## src/rtl/nn_req_scheduler_pkg.sv

```systemverilog
// ============================================================================
// Module : nn_sched_pkg
// Brief  : Shared state encoding, default timeout and index decode helper for
//          the perceptron request scheduler.
// Rev    : 1.0  initial release
// ============================================================================
`default_nettype none

package nn_sched_pkg;

    localparam int c_default_timeout = 1024;
    localparam int c_max_nreq        = 8;

    localparam logic [1:0] c_st_idle  = 2'd0;
    localparam logic [1:0] c_st_issue = 2'd1;
    localparam logic [1:0] c_st_wait  = 2'd2;
    localparam logic [1:0] c_st_resp  = 2'd3;

    typedef enum logic [1:0] {
        ST_IDLE  = c_st_idle,
        ST_ISSUE = c_st_issue,
        ST_WAIT  = c_st_wait,
        ST_RESP  = c_st_resp
    } state_t;

    // Decodes an index into a one-hot vector sized for the largest requester count.
    function automatic logic [c_max_nreq-1:0] onehot_idx(input logic [2:0] idx);
        return {{(c_max_nreq-1){1'b0}}, 1'b1} << idx;
    endfunction

endpackage

`default_nettype wire

```

## src/rtl/nn_req_scheduler_rr_arbiter.sv

```systemverilog
// ============================================================================
// Module : rr_arbiter
// Brief  : Combinational round-robin pick; searches from last_grant+1 with wrap.
// Rev    : 1.0  initial release
// ============================================================================
`default_nettype none

module rr_arbiter #(
    parameter int NREQ = 4,
    parameter int IW   = (NREQ > 1) ? $clog2(NREQ) : 1
) (
    input  logic [NREQ-1:0] req,
    input  logic [IW-1:0]   last_grant,
    output logic [IW-1:0]   gnt_idx,
    output logic            gnt_valid
);

    always_comb begin
        int k;
        k         = 0;
        gnt_valid = 1'b0;
        gnt_idx   = '0;
        // Offset 1 first so the previous winner is considered last.
        for (int i = 1; i <= NREQ; i++) begin
            k = int'(last_grant) + i;
            if (k >= NREQ) k = k - NREQ;
            if (!gnt_valid && req[IW'(k)]) begin
                gnt_valid = 1'b1;
                gnt_idx   = IW'(k);
            end
        end
    end

endmodule

`default_nettype wire

```

## src/rtl/nn_req_scheduler.sv

```systemverilog
// ============================================================================
// Module : nn_req_scheduler
// Brief  : Round-robin sharing of one perceptron4 among NREQ requesters, with
//          start pulse, done wait with timeout, and per-request ack/status.
// Rev    : 1.0  initial release
// ============================================================================
`default_nettype none

module nn_req_scheduler
    import nn_sched_pkg::*;
#(
    parameter int NREQ    = 4,
    parameter int TIMEOUT = c_default_timeout,
    parameter int TOW     = $clog2(TIMEOUT),
    parameter int ERRW    = 8
) (
    input  logic            CLK100MHZ,
    input  logic            rst,
    input  logic [NREQ-1:0] req,
    output logic [NREQ-1:0] ack,
    output logic            rsp_out,
    output logic            rsp_err,
    output logic            busy,
    output logic            nn_start,
    input  logic            nn_done,
    input  logic            nn_out,
    output logic [ERRW-1:0] err_cnt
);

    localparam int IW = $clog2(NREQ);

    state_t          r_state;
    state_t          w_state_next;
    logic [IW-1:0]   r_idx;
    logic [IW-1:0]   r_last_grant;
    logic [TOW-1:0]  r_tcnt;
    logic [NREQ-1:0] r_ack;
    logic            r_rsp_out;
    logic            r_rsp_err;
    logic            r_busy;
    logic            r_nn_start;
    logic [ERRW-1:0] r_err_cnt;

    logic [IW-1:0]   w_gnt_idx;
    logic            w_gnt_valid;
    logic            w_done_hit;
    logic            w_tmo_hit;

    rr_arbiter #(.NREQ(NREQ), .IW(IW)) u_arb (
        .req        (req),
        .last_grant (r_last_grant),
        .gnt_idx    (w_gnt_idx),
        .gnt_valid  (w_gnt_valid)
    );

    always_comb begin
        w_state_next = r_state;
        w_done_hit   = 1'b0;
        w_tmo_hit    = 1'b0;
        case (r_state)
            ST_IDLE:  if (w_gnt_valid) w_state_next = ST_ISSUE;
            ST_ISSUE: w_state_next = ST_WAIT;
            ST_WAIT: begin
                // Done takes precedence over a timeout in the same cycle.
                if (nn_done) begin
                    w_done_hit   = 1'b1;
                    w_state_next = ST_RESP;
                end else if (r_tcnt == TOW'(TIMEOUT - 1)) begin
                    w_tmo_hit    = 1'b1;
                    w_state_next = ST_RESP;
                end
            end
            ST_RESP:  w_state_next = ST_IDLE;
            default:  w_state_next = ST_IDLE;
        endcase
    end

    always_ff @(posedge CLK100MHZ) begin
        if (rst) begin
            r_state      <= ST_IDLE;
            r_idx        <= '0;
            r_last_grant <= IW'(NREQ - 1);
            r_tcnt       <= '0;
            r_ack        <= '0;
            r_rsp_out    <= 1'b0;
            r_rsp_err    <= 1'b0;
            r_busy       <= 1'b0;
            r_nn_start   <= 1'b0;
            r_err_cnt    <= '0;
        end else begin
            r_state    <= w_state_next;
            r_busy     <= (w_state_next != ST_IDLE);
            r_nn_start <= (w_state_next == ST_ISSUE);
            r_ack      <= (w_state_next == ST_RESP) ? NREQ'(onehot_idx(3'(r_idx))) : '0;

            if (r_state == ST_IDLE && w_gnt_valid) r_idx <= w_gnt_idx;
            if (r_state == ST_RESP) r_last_grant <= r_idx;

            if (r_state == ST_ISSUE) begin
                r_tcnt <= '0;
            end else if (r_state == ST_WAIT && !w_done_hit && !w_tmo_hit) begin
                r_tcnt <= r_tcnt + 1'b1;
            end

            if (w_done_hit) begin
                r_rsp_out <= nn_out;
                r_rsp_err <= 1'b0;
            end else if (w_tmo_hit) begin
                r_rsp_out <= 1'b0;
                r_rsp_err <= 1'b1;
                if (r_err_cnt != '1) r_err_cnt <= r_err_cnt + 1'b1;
            end
        end
    end

    assign ack      = r_ack;
    assign rsp_out  = r_rsp_out;
    assign rsp_err  = r_rsp_err;
    assign busy     = r_busy;
    assign nn_start = r_nn_start;
    assign err_cnt  = r_err_cnt;

endmodule

`default_nettype wire

```

## config.mk

```make
export PLATFORM = sky130hd
export DESIGN_NAME = nn_req_scheduler
export DESIGN_NICKNAME = d
export VERILOG_FILES = /design/src/rtl/nn_req_scheduler_pkg.sv /design/src/rtl/nn_req_scheduler_rr_arbiter.sv /design/src/rtl/nn_req_scheduler.sv
export SDC_FILE = /design/constraint.sdc
export NUM_CORES = 1
export LEC_CHECK = 0
export CAP_MARGIN = 25
export CORE_AREA = 5 5 64 66
export CTS_CLUSTER_SIZE = 14
export DETAILED_ROUTE_END_ITERATION = 10
export DIE_AREA = 0 0 69 71
export PLACE_DENSITY = 0.68
export SKIP_CTS_REPAIR_TIMING = 1
export SLEW_MARGIN = 30
export SYNTH_ARGS = -nofsm -noshare
export SYNTH_HDL_FRONTEND = slang
export SYNTH_SLANG_ARGS = --single-unit
```

## constraint.sdc

```tcl
create_clock -name CLK100MHZ -period 2.25 [get_ports CLK100MHZ]
set_input_delay 0.675 -clock CLK100MHZ [delete_from_list [all_inputs] [get_ports CLK100MHZ]]
set_output_delay 0.675 -clock CLK100MHZ [all_outputs]
set_load 0.05 [all_outputs]
```

==> metrics.csv, run 1 <==
metric,value,unit
total number of H-tree levels,2,
period utilization,96.3,%
net count reported at finish,233,
DRC violation count after routing,0,
category of cells accounting for the largest share of critical-path delay,buffers and inverters,
RSZ-0062 raised after global routing,no,
transition at the pin with the smallest max-transition slack,851,ps
"Avg Cell Area, Syn",8.55,um2
TritonCTS clock tree,built,
maximum number of pins on one net before global-route repair,21,
total gr overflow,0,
kind of end point of the critical path,output pin,
number of DRC violations after detailed-routing iteration 0,119,
count of nets left with antenna violations after detail routing,0,
logic gate share of total power,32.3,%
number of stages on the worst hold path,2,
post-synthesis async set-or-reset flop share,0,%
static leakage power,0.771,nW
starting density of the core,43.9,%
clock network fraction of design power,22.6,%
maximum vdd ir drop,609,uV
Fin. Hold Viols,0,
number of nets in the synthesized netlist,196,
Die Ht,71,um
maximum achievable frequency,462,MHz
P per Cell Area,753,nW/um2
most frequent standard cell in the layout excluding fill and tap cells,sky130_fd_sc_hd__dfxtp_1,
result of the run,"finished, final reports clean",
switching part of the total,37.3,%
"Req. time, crit path",1570,ps
cells on worst reg2reg path,6,
Clock Tree Root,sky130_fd_sc_hd__clkbuf_4,
share of post-route cells with drive strength above 1,17.8,%
total vias in the final route,1443,
worst hold path type,register to register,
antenna diode count,0,
number of warning messages in the yosys log,0,
routed wire length per instance,13.0,um
number of antenna violations at the first check in global routing,0,
element type at the critical path start,register,
number of register bits inferred by synthesis,32,
Placeable Area,3520,um2
drt total wl,3480,um
"leading cell types in the layout, fill and taps excluded","sky130_fd_sc_hd__dfxtp_1, sky130_fd_sc_hd__buf_4, sky130_fd_sc_hd__a21oi_1",
number of global-route vias before repair,1364,
synthesis-to-layout area growth,28.3,%
Sequential Power Share,45.1,%
number of buffers inserted during clock tree synthesis,5,
sequential area share after synthesis,41.4,%
total iterations of the first detailed-routing run,4,
clock latency at the later pin of the worst-skew pair,340,ps
number of synthesized flops with an enable pin,0,
CP Data Arrival Time,1490,ps
final-layout worst hold slack,497,ps
top_reg_cell synth,sky130_fd_sc_hd__dfxtp_1,
global placement routability congestion,0.794,
clock-pin slew on the worst setup and hold paths,110,ps
final period demand of the worst path,2170,ps
Port Buffers,23,
Power Internal,936,uW
Max transition margin,42.8,%
Worst path depth,1,
Clock Skew,11.8,ps
Chip Width,69,um
CTS sink cnt,32,
Clock Path Buffers,2,
Setup TNS,0,ps
"Buf+Inv Stages, Crit Path",1,
"Cell Chain, Critical Path",clkdlybuf4s50_1,
Top Ports,24,
first-pass GRT wire length,5910,um
count of maximum capacitance violations,0,
Worst Setup Path Type,register to output pin,
Final Max Slew Viols,0,
number of instances in the synthesized netlist,181,
Synth cell types,46,
net switching power,558,uW
Final setup viols,0,
overall die area,4900,um2
master of the slowest instance on the critical path,sky130_fd_sc_hd__clkdlybuf4s50_1,
maximum fanout encountered on the critical timing path,2,
via density per instance,5.40,
post-synthesis instance area,1550,um2
total track usage,14.6,%
number of rows in the core area,22,
post-detailed-placement half-perimeter wirelength,2580,um
stage delay of the slowest cell on the critical path,810,ps
## power groups by stage
stage / combinational, mW / clock (mW) / sequential (mW)
6_report: 0.483 / 0.337 / 0.674
5_1_grt: 0.531 / 0.384 / 0.683
3_3_place_gp: 0.464 / 0 / 0.684
2_1_floorplan: 0.228 / 0 / 0.773
4_1_cts: 0.479 / 0.350 / 0.675
3_5_place_dp: 0.475 / 0 / 0.688
## state kept, by name, summed over array words and instances (netlist names)
| name | cells |
|---|---|
| r_tcnt | 10 |
| err_cnt | 8 |
| ack | 4 |
| r_idx | 2 |
| r_last_grant | 2 |
| r_state | 2 |
| busy | 1 |
| nn_start | 1 |
| rsp_err | 1 |
| rsp_out | 1 |
## cell families after synthesis
family,after synthesis,synth area share (%)
compound gates,38,15.1
buf+inv,12,3.48
mux,2,1.37
fa+ha+maj,7,5.66
xor+xnor,2,1.13
simple gates,88,31.9
flops,32,41.4
## final cells by class
| type | instances | area [um2] |
|---|---|---|
| tap | 48 | 60.1 |
| inverter | 5 | 18.8 |
| multi-input combinational | 137 | 870 |
| clock inverter | 3 | 23.8 |
| fill | 350 | 1540 |
| timing repair buffer | 37 | 335 |
| sequential | 32 | 641 |
| clock buffer | 5 | 37.5 |
## stage by stage
stage	utilization (%)	setup slack (ps)	cells	total power [mW]	cell area [um2]
global route	56.4	18.9	267	1.60	1990
finish	56.4	83.7	267	1.49	1990
detailed placement	53.8	-339	259	1.16	1900
CTS	55.5	-4.53	267	1.50	1960
floorplan	-	61.6	181	1.00	1550
global placement	53.8	-328	259	1.15	1900
## worst paths after layout
path / startpoint / end / slack [ps]
setup reg to reg: r_state[0] / err_cnt[4] / 190
hold / removal: r_tcnt[1] / r_tcnt[1] / 500
setup / recovery: rsp_err / rsp_err / 80
hold reg to reg: r_tcnt[1] / r_tcnt[1] / 500
## synth_stat cells (2+ instances only)
library cell               number  share of area (%)
sky130_fd_sc_hd__nand2_1       14                3.4
sky130_fd_sc_hd__buf_1          2               0.49
sky130_fd_sc_hd__a21oi_1       16                5.2
sky130_fd_sc_hd__xor2_1         2                1.1
sky130_fd_sc_hd__a211o_1        2                1.1
sky130_fd_sc_hd__nand2b_1       3                1.2
sky130_fd_sc_hd__nand3_1       11                3.6
sky130_fd_sc_hd__inv_1          5                1.2
sky130_fd_sc_hd__nor3_1        10                3.2
sky130_fd_sc_hd__nor3b_1        3                1.5
sky130_fd_sc_hd__or4_1          3                1.5
sky130_fd_sc_hd__nand4_1        4                1.6
sky130_fd_sc_hd__clkbuf_1       3               0.73
sky130_fd_sc_hd__ha_1           7                5.7
sky130_fd_sc_hd__nor4_1         3                1.2
sky130_fd_sc_hd__nor2b_1        6                2.4
sky130_fd_sc_hd__or2_2          2               0.81
sky130_fd_sc_hd__or3_1          4                1.6
sky130_fd_sc_hd__o31ai_1        5                2.4
sky130_fd_sc_hd__o21ai_0        7                2.3
sky130_fd_sc_hd__nand3b_1       2               0.97
sky130_fd_sc_hd__dfxtp_1       32                 41
sky130_fd_sc_hd__nor2_1        12                2.9
## per-layer routing
layer,global-route usage (%),wire length [um]
met5,0,0
met4,4.99,42
met3,5.11,159
met2,25.6,1720
met1,16.6,1550
(Power assumes the default switching activity.)
==> run 2: changes to the inputs <==
--- a/config.mk
+++ b/config.mk
@@ -7,6 +7,7 @@
 export LEC_CHECK = 0
 export CAP_MARGIN = 25
 export CORE_AREA = 5 5 64 66
+export CTS_CLUSTER_DIAMETER = 40
 export CTS_CLUSTER_SIZE = 14
 export DETAILED_ROUTE_END_ITERATION = 10
 export DIE_AREA = 0 0 69 71
==> results of run 2 <==
No change in the layout: final DEF, timing and power equal those of run 1.
==> run 3: changes to the inputs <==
--- a/config.mk
+++ b/config.mk
@@ -11,7 +11,7 @@
 export CTS_CLUSTER_SIZE = 14
 export DETAILED_ROUTE_END_ITERATION = 10
 export DIE_AREA = 0 0 69 71
-export PLACE_DENSITY = 0.68
+export PLACE_DENSITY = 0.8
 export SKIP_CTS_REPAIR_TIMING = 1
 export SLEW_MARGIN = 30
 export SYNTH_ARGS = -nofsm -noshare
==> run 3 against run 2 <==
- sequential share of layout area is 0.24 points lower
- non-clock buffer count is 5 higher
- register-to-register slack improved by 50 ps
- largest cell class unchanged
- clock power down 13%
- flip-flop and latch count is the same
- sequential power about the same
- highest routed layer unchanged
- total power decreased by 2.0%
- via count hardly changed
==> metrics.csv, run 3 (synthesized netlist as in run 1, its figures left out) <==
metric,value,unit,change
Post-Place Cell Area,1940,um2,+2.2%
via density per instance,5.33,,-1.4%
post-detailed-placement half-perimeter wirelength,2510,um,-2.8%
number of rows in the core area,22,,unchanged
Fin. Hold Viols,0,,unchanged
Final Max Slew Viols,0,,unchanged
Filler Cell Count,344,,-1.7%
maximum fanout encountered on the critical timing path,4,,+2
"Req. time, crit path",2470,ps,+900 ps
launching point of the worst reg2reg path,r_state[0],,
cells on worst reg2reg path,6,,unchanged
count of maximum capacitance violations,0,,unchanged
maximum vdd ir drop,607,uV,-0.39%
element type at the critical path start,input pin,,
CP Data Arrival Time,2450,ps,+960 ps
first-pass GRT wire length,5880,um,-0.47%
net count reported at finish,238,,+2.1%
Setup TNS,0,ps,unchanged
R2R Path End,err_cnt[3],,
total gr overflow,0,,unchanged
final period demand of the worst path,2230,ps,+62.2 ps
Final setup viols,0,,unchanged
period utilization,99.0,%,+2.8 points
total number of H-tree levels,2,,unchanged
maximum achievable frequency,449,MHz,-2.8%
number of stages on the worst hold path,2,,unchanged
total power,1.46,mW,-2.0%
Worst Setup Path Type,input pin to register,,
number of global-route vias before repair,1346,,-1.3%
routed wire length per instance,12.2,um,-6.5%
starting density of the core,43.9,%,unchanged
number of DRC violations after detailed-routing iteration 0,97,,-18%
share of post-route cells with drive strength above 1,17.0,%,-0.77 points
CTS sink cnt,32,,unchanged
Die Ht,71,um,unchanged
Largest Register,r_tcnt,,
net switching power,517,uW,-7.3%
transition at the pin with the smallest max-transition slack,782,ps,-69.0 ps
clock-pin slew on the worst setup and hold paths,90,ps,-20 ps
Top Ports,24,,unchanged
Clock Path Buffers,2,,unchanged
TritonCTS clock tree,built,,
clock latency at the later pin of the worst-skew pair,320,ps,-20 ps
Power Internal,947,uW,+1.2%
kind of end point of the critical path,register,,
total track usage,14.8,%,+0.14 points
maximum number of pins on one net before global-route repair,21,,unchanged
crit path launch,nn_done,,
number of buffers inserted during clock tree synthesis,5,,unchanged
static leakage power,0.796,nW,+3.3%
overall die area,4900,um2,unchanged
switching part of the total,35.3,%,-2.0 points
final instance area,2000,um2,+0.76%
drt total wl,3300,um,-5.1%
total vias in the final route,1444,,+0.069%
most frequent standard cell in the layout excluding fill and tap cells,sky130_fd_sc_hd__dfxtp_1,,
Clock Skew,1.50,ps,-10.3 ps
Placeable Area,3520,um2,unchanged
Clock Tree Root,sky130_fd_sc_hd__clkbuf_4,,
antenna diode count,0,,unchanged
count of nets left with antenna violations after detail routing,0,,unchanged
Sequential Power Share,45.9,%,+0.8 points
Max transition margin,47.4,%,+4.6 points
clock network fraction of design power,20.1,%,-2.5 points
max reg flops,10,,unchanged
RSZ-0062 raised after global routing,yes,,
destination of the critical timing path,err_cnt[3],,
number of antenna violations at the first check in global routing,0,,unchanged
Port Buffers,23,,unchanged
global placement routability congestion,0.807,,+1.6%
total iterations of the first detailed-routing run,4,,unchanged
result of the run,"finished, final reports clean",,
logic gate share of total power,34.0,%,+1.7 points
"leading cell types in the layout, fill and taps excluded","sky130_fd_sc_hd__dfxtp_1, sky130_fd_sc_hd__buf_4, sky130_fd_sc_hd__a21oi_1, sky130_fd_sc_hd__clkdlybuf4s50_1, sky130_fd_sc_hd__nand2_1",,
worst hold path type,register to register,,
P per Cell Area,732,nW/um2,-2.7%
Chip Width,69,um,unchanged
synthesis-to-layout area growth,29.3,%,
slack of the worst reg-to-reg path,240,ps,+50 ps
DRC violation count after routing,0,,unchanged
-- run 3: changes by cell type in the layout (fill, tap and decap cells not counted) --
cell                              change
sky130_fd_sc_hd__buf_4                +3
sky130_fd_sc_hd__clkbuf_1             +1
sky130_fd_sc_hd__clkdlybuf4s50_1      +2
sky130_fd_sc_hd__clkinv_2             +1
sky130_fd_sc_hd__clkinv_4             -1
sky130_fd_sc_hd__clkinvlp_4           -2
sky130_fd_sc_hd__nand2b_1             +1
sky130_fd_sc_hd__nand2b_4             -1
sky130_fd_sc_hd__nor3_1               +1
sky130_fd_sc_hd__nor3_2               -1
-- run 3: worst min path at each step --
stage | startpoint | end | slack [ps]
final | rsp_out | rsp_out | 490
after global routing | rsp_out | rsp_out | 530
after CTS | rsp_out | rsp_out | 490
after detailed placement | rsp_out | rsp_out | 480
after global placement | rsp_out | rsp_out | 470
after floorplan | r_idx[1] | ack[2] | 470
-- run 3: critical path: stages --
cell,delay [ps]
sky130_fd_sc_hd__clkdlybuf4s50_1,430
sky130_fd_sc_hd__nand2b_1,170
sky130_fd_sc_hd__or4_4,540
sky130_fd_sc_hd__nor3_1,270
sky130_fd_sc_hd__mux2_2,360
-- run 3: stage by stage --
stage	hold WS (ps)	util (%)	setup slack, ps	std cells
floorplan	466	-	61.6	181
finish	487	56.8	21.5	271
global placement	470	55.0	-295	264
CTS	492	56.3	-17.5	271
detailed placement	479	55.0	-346	264
global route	535	56.8	-31.5	271
-- run 3: layer usage --
layer	part of all wire (%)	track usage (%)	vias up
met5	0	0	-
li1	-	-	748
met2	46	23.2	26
met4	2.6	8.46	0
met3	4.6	4.40	5
met1	47	18.0	665
-- run 3: power groups by stage --
stage	Clock [mW]	Combinational, mW	Sequential [mW]
2_1_floorplan	0	0.228	0.773
3_3_place_gp	0	0.490	0.684
3_5_place_dp	0	0.501	0.687
4_1_cts	0.309	0.503	0.673
5_1_grt	0.330	0.557	0.684
6_report	0.294	0.498	0.673
-- run 3: final cells by class --
cell class                      count  area, um2  share of cell area [%]
Tap cell                           48       60.1                    3.00
Inverter                            5       18.8                   0.938
Sequential cell                    32        641                    32.0
Timing Repair Buffer               42        378                    18.9
Multi-Input combinational cell    137        857                    42.8
Clock buffer                        6       41.3                    2.06
Clock inverter                      1       5.00                   0.250
